File: src/rtl/game_control_pkg.sv
// -----------------------------------------------------------------------------
// game_control_pkg
// Shared definitions for the game-flow controller and its consumers (the
// renderer imports this too): game state encodings, BCD score geometry and a
// helper that advances a packed 4-digit BCD value by one.
// -----------------------------------------------------------------------------
package game_control_pkg;

   // Game state encodings as seen on o_state
   typedef enum logic [1:0] {
      ST_IDLE   = 2'd0,
      ST_RUN    = 2'd1,
      ST_PAUSED = 2'd2,
      ST_OVER   = 2'd3
   } game_state_t;

   localparam int DIGIT_W    = 4;
   localparam int NUM_DIGITS = 4;
   localparam int SCORE_W    = DIGIT_W * NUM_DIGITS;

   localparam logic [SCORE_W-1:0] SCORE_MAX = 16'h9999;

   // Ripple a +1 through the packed BCD digits, least significant first.
   // A digit at 9 becomes 0 and passes the carry upward. The caller handles
   // saturation at SCORE_MAX.
   function automatic logic [SCORE_W-1:0] bcd_inc(input logic [SCORE_W-1:0] value);
      logic [SCORE_W-1:0] result;
      logic               carry;
      result = value;
      carry  = 1'b1;
      for (int d = 0; d < NUM_DIGITS; d++) begin
         if (carry) begin
            if (value[d*DIGIT_W +: DIGIT_W] == DIGIT_W'(9)) begin
               result[d*DIGIT_W +: DIGIT_W] = '0;
            end else begin
               result[d*DIGIT_W +: DIGIT_W] = value[d*DIGIT_W +: DIGIT_W] + 1'b1;
               carry = 1'b0;
            end
         end
      end
      return result;
   endfunction

endpackage

File: src/rtl/game_control_bcd_counter4.sv
// -----------------------------------------------------------------------------
// bcd_counter4
// Four-digit BCD score counter. Synchronous clear has priority over increment.
// The count sticks at 9999 instead of wrapping back to 0000.
//
// Ports:
//   clk    in   system clock
//   clear  in   synchronous clear to 0000
//   inc    in   advance the score by one (ignored at 9999)
//   count  out  packed BCD score, [15:12] most significant digit
// -----------------------------------------------------------------------------
module bcd_counter4
   import game_control_pkg::*;
(
   input  logic               clk,
   input  logic               clear,
   input  logic               inc,
   output logic [SCORE_W-1:0] count
);

   // Score register: clear wins, increment only below the saturation point
   always_ff @(posedge clk) begin
      if (clear) begin
         count <= '0;
      end else if (inc && (count != SCORE_MAX)) begin
         count <= bcd_inc(count);
      end
   end

endmodule

File: src/rtl/game_control.sv
// -----------------------------------------------------------------------------
// game_control
// Central game-flow controller. Tracks IDLE/RUN/PAUSED/OVER, divides the system
// clock into a game tick that only runs in RUN, flags jump presses during play
// and keeps the BCD score (one point per tick).
//
// Parameters:
//   TICK_DIV        clk cycles per game tick (>= 2)
// Ports:
//   clk             system clock
//   rst             synchronous active-high reset
//   i_pause_state   pause level (1 = paused)
//   i_jump          debounced jump button level
//   i_collide       one-cycle collision pulse
//   o_state         game state (0 IDLE, 1 RUN, 2 PAUSED, 3 OVER)
//   o_tick          one-cycle game tick, only in RUN
//   o_jump_start    one-cycle pulse on a jump press during RUN
//   o_score         4-digit BCD score, [15:12] most significant
// -----------------------------------------------------------------------------
module game_control
   import game_control_pkg::*;
#(
   parameter int TICK_DIV = 1000000
)
(
   input  logic               clk,
   input  logic               rst,
   input  logic               i_pause_state,
   input  logic               i_jump,
   input  logic               i_collide,
   output logic [1:0]         o_state,
   output logic               o_tick,
   output logic               o_jump_start,
   output logic [SCORE_W-1:0] o_score
);

   localparam int               DIV_W    = $clog2(TICK_DIV);
   localparam logic [DIV_W-1:0] DIV_LAST = DIV_W'(TICK_DIV - 1);

   game_state_t       state;
   logic [DIV_W-1:0]  div_cnt;
   logic              jump_q;
   logic              tick_q;
   logic              jump_start_q;

   logic              jump_rise;
   logic              last_count;
   logic              score_clear;
   logic              score_inc;

   assign jump_rise  = i_jump & ~jump_q;
   assign last_count = (div_cnt == DIV_LAST);

   // Score control. A tick only happens in RUN when neither a collision nor a
   // pause claims the cycle; starting a game (from IDLE or OVER) zeroes it.
   always_comb begin
      score_clear = 1'b0;
      score_inc   = 1'b0;
      if (rst) begin
         score_clear = 1'b1;
      end else begin
         case (state)
            ST_IDLE, ST_OVER: score_clear = jump_rise;
            ST_RUN:           score_inc   = ~i_collide & ~i_pause_state & last_count;
            default:          ;
         endcase
      end
   end

   // Game FSM with the tick divider, edge detector and pulse outputs.
   // jump_q resets high so a button held through reset is not a press.
   // On collision or pause the divider keeps its value, so a last count
   // lost to either event produces no tick.
   always_ff @(posedge clk) begin
      if (rst) begin
         state        <= ST_IDLE;
         div_cnt      <= '0;
         jump_q       <= 1'b1;
         tick_q       <= 1'b0;
         jump_start_q <= 1'b0;
      end else begin
         jump_q       <= i_jump;
         tick_q       <= 1'b0;
         jump_start_q <= 1'b0;
         case (state)
            ST_IDLE, ST_OVER: begin
               div_cnt <= '0;
               if (jump_rise) begin
                  state <= ST_RUN;
               end
            end
            ST_RUN: begin
               if (i_collide) begin
                  state <= ST_OVER;
               end else if (i_pause_state) begin
                  state <= ST_PAUSED;
               end else begin
                  if (last_count) begin
                     div_cnt <= '0;
                     tick_q  <= 1'b1;
                  end else begin
                     div_cnt <= div_cnt + 1'b1;
                  end
                  jump_start_q <= jump_rise;
               end
            end
            ST_PAUSED: begin
               if (!i_pause_state) begin
                  state <= ST_RUN;
               end
            end
            default: begin
               state <= ST_IDLE;
            end
         endcase
      end
   end

   bcd_counter4 u_score (
      .clk   (clk),
      .clear (score_clear),
      .inc   (score_inc),
      .count (o_score)
   );

   assign o_state      = state;
   assign o_tick       = tick_q;
   assign o_jump_start = jump_start_q;

endmodule
File: config.mk
export PLATFORM = sky130hd
export DESIGN_NAME = game_control
export DESIGN_NICKNAME = d
export VERILOG_FILES = /design/src/rtl/game_control_pkg.sv /design/src/rtl/game_control_bcd_counter4.sv /design/src/rtl/game_control.sv
export SDC_FILE = /design/constraint.sdc
export NUM_CORES = 1
export LEC_CHECK = 0
export ABC_AREA = 1
export CORE_MARGIN = 1
export CORE_UTILIZATION = 50
export CTS_CLUSTER_SIZE = 40
export DETAILED_ROUTE_END_ITERATION = 8
export PLACE_DENSITY = 0.68
export SKIP_LAST_GASP = 1
export SLEW_MARGIN = 20
export SYNTH_ARGS = -nofsm -noshare
export SYNTH_HDL_FRONTEND = slang
export SYNTH_SLANG_ARGS = --single-unit
File: constraint.sdc
create_clock -name clk -period 2.89 [get_ports clk]
set_clock_uncertainty 0.2 [all_clocks]
set_input_delay 0.289 -clock clk [delete_from_list [all_inputs] [get_ports clk]]
set_output_delay 0.289 -clock clk [all_outputs]
set_load 0.005 [all_outputs]
==> out/results.tsv <==
metric	value	unit
synthesis.nets	350	
antenna_found_initial	0	
rsz0062_at_grt	no	
first_iter_violations	156	
reg2reg_depth	10	
synthFlopType	dfxtp_1	
grtUsageTotal	21.50	%
via_per_inst	5.073	
wl	4.849	mm
worst_pin_slew	509.6	ps
path_max_fanout	10	
clk_pin_slew	80	ps
dp_hpwl	3.783	mm
cts-root-buf	clkbuf_8	
cp_data_arrival_time	2230	ps
cpMostUsedCell	nand2_1	
hp-class	reg -> reg	
finalCritPeriodShare	77.51	%
critPathCaptureType	flop	
run_status	finished, violations left	
leakagePower	1.051	nW
design.die.area	0.004988	sq mm
routedWlPerCell	11.44	um
route.detailed.drc	4	
startpoint_type	flop	
avgSynthCellArea	6.885	sq um
synthCells	342	
ys_ff_latch	41	
pre_cts_slack	468.9	ps
max_cap_viol_count	0	
setup_viol	0	
r2r_start	div_cnt[0]	
cts_tree	built	
synth_area_leaders	dfxtp_1 (35%), nand2_1 (11%), nor2_1 (8.0%)	
cts.repair.resized	0	
place.gp.congestion	0.8740	
timing.final.ws_setup	649.9	ps
drive_gt1_share	12.90	%
io_pins	25	
die_h	70.63	um
dr.pass1.iters	6	
slew-limit-headroom	65.91	%
cp_cell_sequence	ha_1 -> nand2_1 -> nor2_2 -> nand3_1 -> nor3_4 -> nand3_2 -> clkinv_1 -> nand2_1 -> nand2_1 -> nor2_1	
h-tree-depth	2	
tns	0	ps
yosysWarnings	0	
port_buffers	24	
drv_slew	0	
grt_pass1_vias	2030	
via_count	2151	
netlist.area_leader.share	34.86	%
ant_nets	0	
yosysSeqAreaShare	34.86	%
areaGrowthSynthToFinish	16.15	%
regToRegEndpoint	u_score.count[4]	
critPathKind	reg -> reg	
slowest_stage	nor3_4	
power_density	494.6	mW/mm^2
crit_required	2880	ps
r2r_slack	650	ps
max_stage_delay	430	ps
cts_hold_buf	0	
crit_path_start	div_cnt[0]	
max_freq	446.4	MHz
synth_edf_count	0	
yosysTopAreaCell	dfxtp_1	
synth_cell_types	32	
coreArea	0.004444	sq mm
die_w	70.63	um
cts_buffer_depth	2	
hp-start	u_score.count[6]	
violations	DRC	
ys_async_sr_fraction	0	%
cts_made_buffers	5	
overflow	0	
diodes	0	
dpl-instance-area	0.002649	sq mm
whs_path_depth	2	
tritoncts_num_sinks	41	
fin_nets	380	
num_rows	24	
grt_max_degree	13	
start_util	52.98	%
fin_crit	2240	ps
vdd_drop_max	0.0003395	V
stdcell_area	0.002735	sq mm
clkLatencyLatePin	290	ps
finalHoldViolCount	0	
synthesis.area	0.002355	sq mm
min_to	u_score.count[6]	
grt_pass1_wl	8.611	mm
post_cts_buffers	0	
fillers	464	
==> worst max-delay path, delay by kind of cell, from the launching register on <==
family / cells / cell delay, ps
AND/OR/NAND/NOR: 8 / 1250
flip-flops: 1 / 380
adder cells (fa/ha/maj): 1 / 190
buffers and inverters: 1 / 120
==> placed cells by master, fill, tap and decap left out, types with 4 or more instances in the layout <==
cell             count
nand2_2              4
nand3_1             20
dfxtp_1             41
inv_2                7
o21ai_0              9
xor2_1               8
a21oi_1             18
nand2_1             68
inv_1               43
nand2_4              5
nor2_2               7
nor2_1              50
nor3_1              17
clkdlybuf4s50_1     24
nand4_1              9
clkbuf_8             6
o21ai_1              4
nand3_2              4
==> cells in the mapped netlist (2+ instances only) <==
master	instances
nand3_2	4
nor2_8	2
nand4_1	9
xor2_1	8
nand2_2	4
buf_6	2
nor3_1	17
nor2_2	7
a21oi_1	18
inv_2	7
inv_1	43
a211oi_1	3
clkinv_1	2
dfxtp_1	41
nor2_1	50
o21ai_0	9
ha_1	3
o21ai_1	4
or2_2	3
nand2_4	5
nand2_1	68
nand3_1	20
nor2_4	3
nor4_1	2
==> metal layers <==
metal | global-route usage, % | wire (um)
met1 | 25.98 | 2251
met3 | 4.986 | 150
met5 | 0 | 0
met2 | 38.51 | 2393
met4 | 5.778 | 54
==> how the worst max path moves through the flow <==
stage	slack [ps]	cells past startpoint	to
3_3_place_gp	530	11	u_score.count[4]
3_5_place_dp	470	11	u_score.count[4]
4_1_cts	630	10	u_score.count[4]
2_1_floorplan	1050	12	u_score.count[2]
5_1_grt	420	10	u_score.count[4]
6_report	650	10	u_score.count[4]
==> final cells by class <==
cell class / count / area (sq um) / share of cell area, %
Clock buffer: 7 / 86.33 / 3.156
Tap cell: 52 / 65.06 / 2.379
Timing Repair Buffer: 27 / 262.8 / 9.607
Sequential cell: 41 / 820.8 / 30.01
Multi-Input combinational cell: 244 / 1299 / 47.48
Inverter: 53 / 201.4 / 7.365
==> state kept, by name, summed over array words and instances (netlist names) <==
| name | cells |
|---|---|
| o_state | 2 |
| o_tick | 1 |
| u_score.count | 16 |
| div_cnt | 20 |
| jump_q | 1 |
| o_jump_start | 1 |
==> power by group <==
part           internal [mW]  leakage [nW]  switching, mW
clock                  0.190        0.0443          0.192
combinational          0.113         0.676          0.264
sequential             0.582         0.331         0.0118
==> metrics by stage <==
step	power, mW	std cells	hold slack (ps)	util, %
2_1_floorplan	0.8797	342	195.6	-
4_1_cts	1.368	424	286.9	61.54
3_5_place_dp	0.9911	417	274.7	59.60
3_3_place_gp	0.9905	417	276.0	59.60
6_report	1.353	424	288.0	61.54
5_1_grt	1.440	424	294.8	61.54
==> kinds of logic (layout without fill, tap and decap cells) <==
| logic type | Yosys count | in the layout | synth area share [%] |
|---|---|---|---|
| compound gates | 36 | 36 | 8.236 |
| xor+xnor | 9 | 9 | 3.348 |
| fa+ha+maj | 3 | 3 | 1.594 |
| buf+inv | 57 | 87 | 9.990 |
| flops | 41 | 41 | 34.86 |
| simple gates | 196 | 196 | 41.98 |
Power figures use the tool's default switching activity.
